**config.mk**
```make
export PLATFORM = sky130hd
export DESIGN_NAME = des_key_schedule_flat
export DESIGN_NICKNAME = d
export VERILOG_FILES = /design/src/rtl/des_key_if.sv /design/src/rtl/des_key_schedule.sv /design/src/flat_wrapper.sv
export SDC_FILE = /design/constraint.sdc
export NUM_CORES = 1
export LEC_CHECK = 0
export ABC_AREA = 1
export ABC_CLOCK_PERIOD_IN_PS = 2120
export BUFFER_PORTS_ARGS = -buffer_cell sky130_fd_sc_hd__buf_2
export CORE_UTILIZATION = 40
export DETAILED_ROUTE_END_ITERATION = 7
export MAX_ROUTING_LAYER = met4
export PLACE_DENSITY = 0.64
export SYNTH_ARGS = -nofsm -noshare
export SYNTH_HDL_FRONTEND = slang
export SYNTH_SLANG_ARGS = --single-unit
```
**constraint.sdc**
```tcl
create_clock -name clk -period 2.12 [get_ports clk]
set_input_delay 0.212 -clock clk [delete_from_list [all_inputs] [get_ports clk]]
set_output_delay 0.212 -clock clk [all_outputs]
set_load 0.03 [all_outputs]
```
**src/rtl/des_key_if.sv**
```systemverilog
// Subkey handshake bundle between the DES key schedule and its consumer.
interface des_key_if;
    logic        key_load;
    logic [63:0] key_in;
    logic        mode;
    logic        key_ready;
    logic [47:0] sub_key;
    logic        key_valid;
    logic [3:0]  round_idx;
    logic        busy;
    logic        done;
    logic        key_err;

    modport master (
        output key_load, key_in, mode, key_ready,
        input  sub_key, key_valid, round_idx, busy, done, key_err
    );

    modport slave (
        input  key_load, key_in, mode, key_ready,
        output sub_key, key_valid, round_idx, busy, done, key_err
    );
endinterface

```
**src/rtl/des_key_schedule.sv**
```systemverilog
// Sequential DES subkey generator: PC-1 at load, per-round C/D rotation and PC-2,
// one 48-bit subkey per valid/ready handshake (K1..K16 encrypt, K16..K1 decrypt).
module des_key_schedule #(
    parameter int unsigned CHECK_PARITY = 0,
    parameter int unsigned ROUNDS       = 16
) (
    input  logic    clk,
    input  logic    rst_n,
    des_key_if.slave kif
);
    localparam int unsigned HALF_W = 28;
    localparam int unsigned SK_W   = 48;
    localparam logic [3:0]  LAST_IDX = 4'(ROUNDS - 1);

    localparam int unsigned PC1 [56] = '{
        57, 49, 41, 33, 25, 17,  9,  1, 58, 50, 42, 34, 26, 18,
        10,  2, 59, 51, 43, 35, 27, 19, 11,  3, 60, 52, 44, 36,
        63, 55, 47, 39, 31, 23, 15,  7, 62, 54, 46, 38, 30, 22,
        14,  6, 61, 53, 45, 37, 29, 21, 13,  5, 28, 20, 12,  4
    };

    localparam int unsigned PC2 [48] = '{
        14, 17, 11, 24,  1,  5,  3, 28, 15,  6, 21, 10,
        23, 19, 12,  4, 26,  8, 16,  7, 27, 20, 13,  2,
        41, 52, 31, 37, 47, 55, 30, 40, 51, 45, 33, 48,
        44, 49, 39, 56, 34, 53, 46, 42, 50, 36, 29, 32
    };

    typedef enum logic {IDLE, RUN} state_t;

    state_t                state_q, state_d;
    logic [HALF_W-1:0]     c_q, c_d, d_q, d_d;
    logic [SK_W-1:0]       sub_key_q, sub_key_d;
    logic                  valid_q, valid_d;
    logic [3:0]            idx_q, idx_d;
    logic                  busy_q, busy_d;
    logic                  done_q, done_d;
    logic                  err_q, err_d;
    logic                  mode_q, mode_d;

    logic [55:0]           cd0;
    logic [HALF_W-1:0]     c_ld, d_ld, c_step, d_step;
    logic [4:0]            enc_round, dec_round;
    logic                  parity_bad;

    // PC-1: DES bit n of the key is key_in[64-n]
    function automatic logic [55:0] pc1(input logic [63:0] k);
        logic [55:0] r;
        r = '0;
        for (int i = 0; i < 56; i++) begin
            r[6'(55 - i)] = k[6'(64 - PC1[i])];
        end
        return r;
    endfunction

    // PC-2 over the concatenated halves {C, D}
    function automatic logic [47:0] pc2(input logic [27:0] c, input logic [27:0] d);
        logic [55:0] cd;
        logic [47:0] r;
        cd = {c, d};
        r  = '0;
        for (int i = 0; i < 48; i++) begin
            r[6'(47 - i)] = cd[6'(56 - PC2[i])];
        end
        return r;
    endfunction

    // Rounds 1, 2, 9 and 16 rotate by one; all others by two
    function automatic logic single_shift(input logic [4:0] rnd);
        return (rnd == 5'd1) || (rnd == 5'd2) || (rnd == 5'd9) || (rnd == 5'd16);
    endfunction

    function automatic logic [27:0] rotl(input logic [27:0] x, input logic two);
        return two ? {x[25:0], x[27:26]} : {x[26:0], x[27]};
    endfunction

    function automatic logic [27:0] rotr(input logic [27:0] x, input logic two);
        return two ? {x[1:0], x[27:2]} : {x[0], x[27:1]};
    endfunction

    // Next-state and next-output logic for the load / step / finish sequence
    always_comb begin
        state_d   = state_q;
        c_d       = c_q;
        d_d       = d_q;
        sub_key_d = sub_key_q;
        valid_d   = valid_q;
        idx_d     = idx_q;
        busy_d    = busy_q;
        done_d    = 1'b0;
        err_d     = err_q;
        mode_d    = mode_q;

        cd0  = pc1(kif.key_in);
        c_ld = kif.mode ? cd0[55:28] : rotl(cd0[55:28], 1'b0);
        d_ld = kif.mode ? cd0[27:0]  : rotl(cd0[27:0], 1'b0);

        // Encrypt moves to round idx+2; decrypt steps back from round 16-idx
        enc_round = 5'(idx_q) + 5'd2;
        dec_round = 5'd16 - 5'(idx_q);
        c_step = mode_q ? rotr(c_q, !single_shift(dec_round)) : rotl(c_q, !single_shift(enc_round));
        d_step = mode_q ? rotr(d_q, !single_shift(dec_round)) : rotl(d_q, !single_shift(enc_round));

        parity_bad = 1'b0;
        for (int b = 0; b < 8; b++) begin
            if (~^kif.key_in[6'(8 * b) +: 8]) begin
                parity_bad = 1'b1;
            end
        end

        if (kif.key_load) begin
            state_d   = RUN;
            mode_d    = kif.mode;
            c_d       = c_ld;
            d_d       = d_ld;
            sub_key_d = pc2(c_ld, d_ld);
            valid_d   = 1'b1;
            idx_d     = 4'd0;
            busy_d    = 1'b1;
            err_d     = (CHECK_PARITY != 0) && parity_bad;
        end else if (state_q == RUN && valid_q && kif.key_ready) begin
            if (idx_q == LAST_IDX) begin
                state_d = IDLE;
                valid_d = 1'b0;
                busy_d  = 1'b0;
                done_d  = 1'b1;
                idx_d   = 4'd0;
            end else begin
                idx_d     = idx_q + 4'd1;
                c_d       = c_step;
                d_d       = d_step;
                sub_key_d = pc2(c_step, d_step);
            end
        end
    end

    // State and output registers
    always_ff @(posedge clk or negedge rst_n) begin
        if (!rst_n) begin
            state_q   <= IDLE;
            c_q       <= '0;
            d_q       <= '0;
            sub_key_q <= '0;
            valid_q   <= 1'b0;
            idx_q     <= 4'd0;
            busy_q    <= 1'b0;
            done_q    <= 1'b0;
            err_q     <= 1'b0;
            mode_q    <= 1'b0;
        end else begin
            state_q   <= state_d;
            c_q       <= c_d;
            d_q       <= d_d;
            sub_key_q <= sub_key_d;
            valid_q   <= valid_d;
            idx_q     <= idx_d;
            busy_q    <= busy_d;
            done_q    <= done_d;
            err_q     <= err_d;
            mode_q    <= mode_d;
        end
    end

    assign kif.sub_key   = sub_key_q;
    assign kif.key_valid = valid_q;
    assign kif.round_idx = idx_q;
    assign kif.busy      = busy_q;
    assign kif.done      = done_q;
    assign kif.key_err   = err_q;

endmodule

```
**src/flat_wrapper.sv**
```systemverilog
// flat-port wrapper written by rule: the top's interface ports become plain ports
module des_key_schedule_flat 
#(
    parameter int unsigned CHECK_PARITY = 0,
    parameter int unsigned ROUNDS       = 16
)
  (clk, rst_n, kif_key_load, kif_key_in, kif_mode, kif_key_ready, kif_sub_key, kif_key_valid, kif_round_idx, kif_busy, kif_done, kif_key_err);
  des_key_if kif_i ();
  input  logic clk;
  input  logic rst_n;
  input wire logic [$bits(kif_i.key_load)-1:0] kif_key_load;
  input wire logic [$bits(kif_i.key_in)-1:0] kif_key_in;
  input wire logic [$bits(kif_i.mode)-1:0] kif_mode;
  input wire logic [$bits(kif_i.key_ready)-1:0] kif_key_ready;
  output wire logic [$bits(kif_i.sub_key)-1:0] kif_sub_key;
  output wire logic [$bits(kif_i.key_valid)-1:0] kif_key_valid;
  output wire logic [$bits(kif_i.round_idx)-1:0] kif_round_idx;
  output wire logic [$bits(kif_i.busy)-1:0] kif_busy;
  output wire logic [$bits(kif_i.done)-1:0] kif_done;
  output wire logic [$bits(kif_i.key_err)-1:0] kif_key_err;
  assign kif_i.key_load = kif_key_load;
  assign kif_i.key_in = kif_key_in;
  assign kif_i.mode = kif_mode;
  assign kif_i.key_ready = kif_key_ready;
  assign kif_sub_key = kif_i.sub_key;
  assign kif_key_valid = kif_i.key_valid;
  assign kif_round_idx = kif_i.round_idx;
  assign kif_busy = kif_i.busy;
  assign kif_done = kif_i.done;
  assign kif_key_err = kif_i.key_err;
  des_key_schedule #(.CHECK_PARITY(CHECK_PARITY), .ROUNDS(ROUNDS)) u_core (.clk(clk), .rst_n(rst_n), .kif(kif_i));
endmodule
```
Word level (Yosys, flattened, before mapping)
Index checks and enable logic that the tools add are counted.
{ "totals": {"reg_bits": 111, "in_bits": 69, "elab_cells": 57} }
{ "classes": {"addsub": 3, "n_eq_ne": 10, "muxes": 26, "reduce_logical": 11} }
{ "ops": {"columns": ["operator", "count"], "rows": [
  ["28-bit 2-to-1 mux", 13],
  ["48-bit 2-to-1 mux", 3],
  ["4-bit 2-to-1 mux", 3],
  ["5-bit by 1-bit == test with 1-bit output, second input constant", 2],
  ["5-bit by 2-bit == test with 1-bit output, second input constant", 2],
  ["5-bit by 4-bit == test with 1-bit output, second input constant", 2],
  ["5-bit == test, second input constant", 2],
  ["1-bit logical OR", 6],
  ["1-bit 2-to-1 mux", 6],
  ["4-bit by 2-bit adder with 5-bit output, second input constant", 1],
  ["5-bit 2-to-1 mux", 1],
  ["5-bit by 4-bit subtractor with 5-bit output, first input constant", 1],
  ["4-bit by 1-bit adder with 4-bit output, second input constant", 1],
  ["4-bit == test, second input constant", 1],
  ["2-bit AND reduction", 2],
  ["2-bit nonzero test", 2],
  ["2-bit inequality test, second input constant", 1],
  ["1-bit logical AND", 1]
]} }

Logic depth before layout (Yosys ltp)
Gate-level depths: netlist of the first run.
{ "logic_depth": {"ltp_word": 10, "ltp_mapped": 14, "mapped_depth_nobuf": 12} }

Least setup slack after synthesis of the first run
Ideal clock, no wire load.
{ "synth_path": {"path_type": "reg2reg", "startpoint": "register u_core.idx_q[0], in the netlist u_core.kif.round_idx[0]", "endpoint": "register u_core.c_q[24]", "setup_time_ns": 0.118, "arrival_time_ns": 1.867, "t_required_ns": 2.002, "slack_ns": 0.135, "path_stages_with_launch": 12, "synth_period_minus_slack_ns": 1.985, "cell_sequence": "dfrtp_1 inv_2 ha_1 o21ai_0 nand2_1 nand3_4 inv_1 buf_2 a21oi_1 o21ai_0 nand3_1 nand2_1"} }
{ "synth_between": {"elab_chain_cells": 10, "word_cells_on_any_way": 25, "cone_classes": "add/sub: 2; eq/ne: 10; mux: 6; reduce/logical: 7"} }
{ "synth_lines": {"columns": ["element", "line_no", "text"], "rows": [
  ["start: declaration", "des_key_schedule.sv:35", "logic [3:0] idx_q, idx_d;"],
  ["start signal: assignment", "des_key_schedule.sv:156", "idx_q <= idx_d;"],
  ["5-bit by 4-bit subtractor with 5-bit output / 4-bit by 2-bit adder with 5-bit output (equally long branches)", "des_key_schedule.sv:100, des_key_schedule.sv:99", null],
  ["5-bit by 1-bit == test with 1-bit output / 5-bit by 2-bit == test with 1-bit output (equally long branches)", "des_key_schedule.sv:70", "return (rnd == 5'd1) || (rnd == 5'd2) || (rnd == 5'd9) || (rnd == 5'd16);"],
  ["1-bit logical OR (3 in series)", "des_key_schedule.sv:70", null],
  ["28-bit 2-to-1 mux, on equally long branches", "des_key_schedule.sv:78, des_key_schedule.sv:74", null],
  ["28-bit 2-to-1 mux", "des_key_schedule.sv:101", "c_step = mode_q ? rotr(c_q, !single_shift(dec_round)) : rotl(c_q, !single_shift(enc_round));"],
  ["28-bit 2-to-1 mux", "des_key_schedule.sv:122", "if (idx_q == LAST_IDX) begin"],
  ["28-bit 2-to-1 mux", "des_key_schedule.sv:121", "end else if (state_q == RUN && valid_q && kif.key_ready) begin"],
  ["28-bit 2-to-1 mux", "des_key_schedule.sv:111", "if (kif.key_load) begin"],
  ["end signal: assignment", "des_key_schedule.sv:141", "c_q <= '0;"],
  ["end signal: assignment", "des_key_schedule.sv:152", "c_q <= c_d;"],
  ["end: declaration", "des_key_schedule.sv:32", "logic [HALF_W-1:0] c_q, c_d, d_q, d_d;"]
]} }
Parallel ways exist; a longest one is shown, timed or not. The select of a mux whose other input is x is not followed.
A chain may end at the register's enable or synchronous reset.

Worst setup path after layout of the first run
{ "layout_path": {"startpoint": "register u_core.idx_q[0], in the netlist u_core.kif.round_idx[0]", "endpoint": "register u_core.d_q[26]"} }
{ "layout_between": {"elab_chain_cells": 10, "word_cells_on_any_way": 25, "cone_classes": "add/sub: 2; eq/ne: 10; mux: 6; reduce/logical: 7"} }
{ "layout_lines": {"columns": ["element", "line_no", "text"], "rows": [
  ["5-bit by 4-bit subtractor with 5-bit output / 4-bit by 2-bit adder with 5-bit output (equally long branches)", "des_key_schedule.sv:100, des_key_schedule.sv:99", null],
  ["5-bit by 1-bit == test with 1-bit output / 5-bit by 2-bit == test with 1-bit output (equally long branches)", "des_key_schedule.sv:70", null],
  ["1-bit logical OR (3 in series)", "des_key_schedule.sv:70", null],
  ["28-bit 2-to-1 mux, on equally long branches", "des_key_schedule.sv:78, des_key_schedule.sv:74", null],
  ["28-bit 2-to-1 mux", "des_key_schedule.sv:102", "d_step = mode_q ? rotr(d_q, !single_shift(dec_round)) : rotl(d_q, !single_shift(enc_round));"],
  ["28-bit 2-to-1 mux", "des_key_schedule.sv:122", null],
  ["28-bit 2-to-1 mux", "des_key_schedule.sv:121", null],
  ["28-bit 2-to-1 mux", "des_key_schedule.sv:111", null],
  ["end signal: assignment", "des_key_schedule.sv:142", "d_q <= '0;"],
  ["end signal: assignment", "des_key_schedule.sv:153", "d_q <= d_d;"],
  ["end: declaration", "des_key_schedule.sv:32", null]
]} }
Parallel ways exist; a longest one is shown, timed or not. The select of a mux whose other input is x is not followed.

==> results of run 1 <==
==> power by group through the flow <==
stage	clock network [mW]	registers, mW	logic (mW)
5_1_grt	1.73	1.53	2.39
6_report	1.64	1.50	2.14
3_5_place_dp	0	1.52	2.10
4_1_cts	1.68	1.50	2.11
3_3_place_gp	0	1.52	2.10
2_1_floorplan	0	1.49	1.76
==> metal layers <==
metal | track usage [%] | vias to the layer above
li1 | - | 2927
met1 | 30.3 | 2741
met2 | 35.2 | 186
met3 | 3.96 | 25
met4 | 8.75 | 0
met5 | - | -
==> sequential cells by signal, indices dropped and copies added (netlist names) <==
| name | flops |
|---|---|
| u_core.kif.sub_key | 1 |
| u_core.kif.key_valid | 1 |
| u_core.kif.round_idx | 4 |
| u_core.kif.done | 1 |
| u_core.mode_q | 1 |
| u_core.c_q | 28 |
| u_core.d_q | 27 |
==> worst min-delay path: cells and delay by family <==
| family | cells | cell delay, ps |
|---|---|---|
| AO/OA/AOI/OAI | 2 | 200 |
| buffers and inverters | 1 | 110 |
==> synth_stat cells (all sizes together) <==
cell	instances	area, um2
a211oi	2	15.0
a21oi	37	185
a31oi	1	6.26
buf	88	598
clkbuf	25	93.8
clkinv	2	7.51
conb	1	3.75
dfrtp	63	1580
ha	7	87.6
inv	88	330
nand2	270	1030
nand3	164	838
nand4	34	213
nor2	73	274
nor3	1	10.0
o211ai	8	70.1
o21ai	14	70.1
o22ai	29	181
==> logic make-up after synthesis <==
logic type                 synth area share (%)
and+or+nand+nor                            42.3
other                                    0.0671
AOI/OAI and AO/OA                          9.45
DFF                                        28.2
adders and majority gates                  1.57
buffers and inverters                      18.4
==> repair_timing <==
action | CTS | global route
endpoints found under the hold margin | 63 | 0
buffers inserted | 0 | 2
hold buffers | 1 | 0
setup endpoints to repair | 0 | 48
resized for setup | 0 | 7
==> final timing paths <==
kind	slack, ps	cells past startpoint	end	from
setup / recovery	170	11	u_core.d_q[26]	u_core.kif.round_idx[0]
hold / removal	230	3	u_core.c_q[4]	kif_key_in[4]
setup reg to reg	170	11	u_core.d_q[26]	u_core.kif.round_idx[0]
hold reg to reg	530	1	u_core.kif.round_idx[2]	u_core.kif.round_idx[2]
max in group asynchronous	1380	3	u_core.kif.round_idx[1]	rst_n
min in group asynchronous	420	3	u_core.c_q[16]	rst_n
==> final cells by class <==
class,count,area [um2]
Fill cell,1450,7240
Multi-Input combinational cell,657,3040
Sequential cell,63,1580
Timing Repair Buffer,107,697
Inverter,90,344
Clock buffer,13,260
Tap cell,176,220
Clock inverter,3,65.1
==> per-stage QoR <==
step / worst slack, ps / util [%] / total power [mW] / std cells / cell area, um2
final: 167 / 46.1 / 5.29 / 1109 / 6210
after global routing: 16.4 / 46.1 / 5.64 / 1109 / 6210
after CTS: 101 / 45.9 / 5.30 / 1107 / 6180
after detailed placement: 105 / 43.4 / 3.63 / 1090 / 5840
after global placement: 142 / 43.4 / 3.62 / 1090 / 5840
after floorplan: 135 / - / 3.25 / 923 / 5650
==> flow_metrics.py, run 1 <==
metrics = {
    "status": {
        "outcome": "finished, final reports clean",
    },
    "timing": {
        "holdWs_ps": 227,
        "setup_violations": 0,
        "finalMaxSlewViolations": 0,
        "worstMarginPinSlew_ps": 989,
        "rsz0062_at_grt": "no",
        "period_share_pct": 92.1,
        "maxClockFrequency_mhz": 512,
        "slew_headroom_pct": 34.0,
        "hold_viol_final": 0,
        "min_period_ps": 1950,
        "clock_skew_ps": 9.09,
        "tns_ps": 0,
    },
    "final_layout": {
        "layout_common_cells": "267 x nand2_1, 162 x nand3_1, 82 x inv_1",
        "diodes": 0,
        "drive_gt1_share_pct": 14.7,
        "final_common_cell": "nand2_1",
        "synthToLayoutAreaGrowth_pct": 11.1,
        "final_nets": 1004,
    },
    "power_and_ir_drop": {
        "p_int_mw": 3.15,
        "power_frac_comb_pct": 40.5,
        "ir_worst_vdd_uv": 422,
        "switching_share_pct": 40.3,
        "p_per_area_nw_per_um2": 851,
        "power_frac_seq_pct": 28.4,
        "p_leak_nw": 3.25,
        "p_switching_mw": 2.13,
        "pwr-share-clk_pct": 31.0,
    },
    "grt": {
        "grt.overflow.total": 0,
        "grt_usage_pct": 23.0,
        "grt_pass1_vias": 5224,
        "grt_max_degree": 64,
        "grt_pass1_wl_mm": 26.0,
        "antenna_found_initial": 0,
    },
    "cts": {
        "worstSkewPairLatency_ps": 340,
        "cts_buffer_depth": 2,
        "cts_sinks": 63,
        "cts_tree": "done",
        "root_buffer": "clkbuf_16",
        "clk_pin_slew_ps": 50,
        "cts_buffers": 9,
        "htreeDepth": 3,
    },
    "setup_path": {
        "worstSetupEndpointType": "flip-flop",
        "cp_top_family": "simple AND/OR/NAND/NOR gates",
        "arrival_ps": 2220,
        "cp_common_cell": "nand2_1",
        "cp_num_buf_inv": 3,
        "crit_chain": "inv_2, ha_1, o21ai_0, nand2_1, buf_4, buf_12, nand4_1, nand3_1, nand2_1, nand2_1, a21oi_1",
        "crit_path_max_incr_delay_ps": 410,
        "path_max_fanout": 33,
        "cp.required_ps": 2390,
        "crit_type": "flip-flop to flip-flop",
        "critPathSlowestCell": "dfrtp_2",
        "start_kind": "flip-flop",
    },
    "route": {
        "totalWireLength_mm": 15.5,
        "post_drt_wl_per_cell_um": 14.0,
        "drt-initial-drc-count": 756,
        "top_layer_used": "met4",
        "wl_met2_mm": 7.32,
        "drc_errors": 0,
        "met3_wirelength_um": 812,
        "via_per_inst": 5.30,
        "ant_nets": 0,
        "met1_length_mm": 7.06,
        "vias": 5879,
        "dr.pass1.iters": 5,
    },
    "synthesis": {
        "postSynthAreaPerCell_um2": 6.16,
        "synth_cells": 907,
        "synth.ff_latch_count": 63,
        "syn_area_um2": 5590,
        "ys_types": 28,
        "yosys_warnings": 0,
        "ys_seq_area_share_pct": 28.2,
    },
    "floorplanning": {
        "die_y_um": 120,
        "boundaryPins": 125,
        "die_area_um2": 14400,
        "fp.dieW_um": 120,
        "num_rows": 42,
        "start_util_pct": 41.5,
        "core_um2": 13500,
    },
    "min_path": {
        "hold_class": "input port to flip-flop",
    },
    "job": {
        "cap_violations": 0,
    },
    "placement": {
        "io_buffers": 75,
        "post-dp-hpwl_mm": 9.90,
        "gp_congestion": 0.842,
    },
}
Note: power is estimated with default switching activity, not from simulation.
==> inputs of run 2 (changes only) <==
--- a/config.mk
+++ b/config.mk
@@ -6,7 +6,7 @@
 export NUM_CORES = 1
 export LEC_CHECK = 0
 export ABC_AREA = 1
-export ABC_CLOCK_PERIOD_IN_PS = 2120
+export ABC_CLOCK_PERIOD_IN_PS = 1800
 export BUFFER_PORTS_ARGS = -buffer_cell sky130_fd_sc_hd__buf_2
 export CORE_UTILIZATION = 40
 export DETAILED_ROUTE_END_ITERATION = 7
==> constraint.sdc (replaced) <==
create_clock -name clk -period 1.8 [get_ports clk]
set_input_delay 0.18 -clock clk [delete_from_list [all_inputs] [get_ports clk]]
set_output_delay 0.18 -clock clk [all_outputs]
set_load 0.03 [all_outputs]
==> flow_metrics.py, run 2 (synthesis gave the netlist of run 1 again) <==
metrics = {
    "timing": {
        "setup_ws_ps": -137,
        "rsz0062_at_grt": "yes",
        "maxClockFrequency_mhz": 516,
        "period_share_pct": 108,
        "finalMaxSlewViolations": 0,
        "setup_violations": 55,
        "hold_viol_final": 0,
        "clock_skew_ps": 4.92,
        "min_period_ps": 1940,
    },
    "route": {
        "via_per_inst": 5.34,
        "ant_nets": 0,
        "drc_errors": 0,
        "drt-initial-drc-count": 627,
        "dr.pass1.iters": 5,
        "vias": 6025,
        "post_drt_wl_per_cell_um": 14.4,
        "totalWireLength_mm": 16.3,
    },
    "status": {
        "violations": "negative setup slack",
        "outcome": "finished, violations left",
    },
    "power_and_ir_drop": {
        "p_leak_nw": 3.50,
        "power_mw": 6.50,
        "ir_worst_vdd_uv": 521,
        "p_per_area_nw_per_um2": 944,
    },
    "grt": {
        "grt_pass1_wl_mm": 25.8,
        "grt_max_degree": 64,
        "antenna_found_initial": 0,
        "grt_pass1_vias": 5209,
        "grt.overflow.total": 0,
        "grt_usage_pct": 22.5,
    },
    "cts": {
        "htreeDepth": 3,
        "worstSkewPairLatency_ps": 340,
        "cts_tree": "done",
        "clk_pin_slew_ps": 60,
        "root_buffer": "clkbuf_16",
        "cts_buffer_depth": 2,
        "cts_buffers": 9,
        "cts_sinks": 63,
    },
    "floorplanning": {
        "core_um2": 13500,
        "start_util_pct": 41.5,
        "die_y_um": 120,
        "boundaryPins": 125,
        "die_area_um2": 14400,
        "num_rows": 42,
        "fp.dieW_um": 120,
    },
    "setup_path": {
        "start_kind": "flip-flop",
        "path_max_fanout": 9,
        "cp_top_family": "simple AND/OR/NAND/NOR gates",
        "cp.required_ps": 2030,
        "cp_num_buf_inv": 3,
        "crit_chain": "clkinv_4, ha_4, nand2_4, nand2_2, nand3_4, nand3_4, buf_4, clkbuf_16, nand2_1, o211ai_1, nand3_1, nand2_1",
        "arrival_ps": 2170,
        "worstSetupEndpointType": "flip-flop",
        "crit_type": "flip-flop to flip-flop",
        "crit_path_max_incr_delay_ps": 490,
        "critPathSlowestCell": "dfrtp_2",
    },
    "final_layout": {
        "synthToLayoutAreaGrowth_pct": 23.2,
        "final_util_pct": 51.2,
        "top_register": "u_core.c_q",
        "drive_gt1_share_pct": 23.7,
        "fillers": 1427,
        "largest_reg_flops": 28,
        "finalInstanceArea_um2": 6880,
        "final_nets": 1024,
        "layout_common_cells": "247 x nand2_1, 143 x nand3_1, 80 x inv_1",
        "diodes": 0,
        "final_common_cell": "nand2_1",
        "instances_no_fill": 1129,
    },
    "placement": {
        "post-dp-hpwl_mm": 10.0,
        "io_buffers": 75,
        "gp_congestion": 0.860,
        "dpl_cell_area_um2": 6110,
        "placedCellCount": 1105,
    },
    "job": {
        "cap_violations": 0,
    },
    "min_path": {
        "hold_class": "input port to flip-flop",
    },
}
run 2: cell count changes in the layout (fill, tap and decap cells not counted), moves of 5 or more:
cell,previous run,this run
nand2_1,267,247
nand3_1,162,143
a21oi_1,37,19
a21oi_2,0,18
nand3_2,1,19
nand2_4,1,11
nand2_2,2,11
buf_12,6,14
buf_6,1,6
ha_1,6,1
ha_4,0,5
run 2: routing by layer:
metal,track usage (%),up-vias,wire [um]
li1,-,2977,-
met1,30.8,2811,7480
met2,34.3,219,7620
met3,3.58,18,957
met4,6.09,0,252
met5,-,-,0
run 2: timing repair:
item	in CTS	in global routing
pin swaps	0	30
cloned	0	4
setup buffers	0	3
hold buffers	1	0
endpoints found under the setup margin	56	56
hold endpoints to repair	63	0
resized for setup	6	88
run 2: worst reg2reg max path: stages, from the launching register on:
cell	delay, ps
dfrtp_2	490
clkinv_4	130
ha_4	190
nand2_4	70
nand2_2	80
nand3_4	90
nand3_4	150
buf_4	180
clkbuf_16	150
nand2_1	70
o211ai_1	90
nand3_1	90
nand2_1	50
run 2: area by class of cell:
type	count	area [um2]	area share, %
sequential	63	1580	23.0
timing repair buffer	127	1040	15.0
tap	176	220	3.20
clock inverter	4	45.0	0.654
clock buffer	12	246	3.58
multi-input combinational	657	3400	49.4
inverter	90	357	5.18
run 2: worst paths after layout:
path / startpoint / end / slack [ps] / cells after the start
min: kif_key_load / u_core.mode_q / 160 / 2
max reg2reg: u_core.kif.round_idx[1] / u_core.c_q[22] / -140 / 12
max: u_core.kif.round_idx[1] / u_core.c_q[22] / -140 / 12
min reg2reg: u_core.d_q[13] / u_core.d_q[13] / 530 / 2
min in group asynchronous: rst_n / u_core.c_q[19] / 390 / 3
max in group asynchronous: rst_n / u_core.kif.round_idx[1] / 1110 / 3
run 2: power breakdown:
part	leakage (nW)	switching (mW)	internal [mW]	total, mW
combinational	2.57	1.85	1.10	2.95
clock	0.146	0.660	1.10	1.76
sequential	0.784	0.184	1.60	1.79
run 2: through the flow:
| step | hold WS, ps | worst slack [ps] | setup TNS, ps |
|---|---|---|---|
| 6_report | 159 | -137 | -4200 |
| 2_1_floorplan | -116 | -17.3 | -171 |
| 3_5_place_dp | 229 | -106 | -3070 |
| 4_1_cts | 142 | -97.5 | -3360 |
| 5_1_grt | 171 | -241 | -9630 |
| 3_3_place_gp | 227 | -63.5 | -2370 |
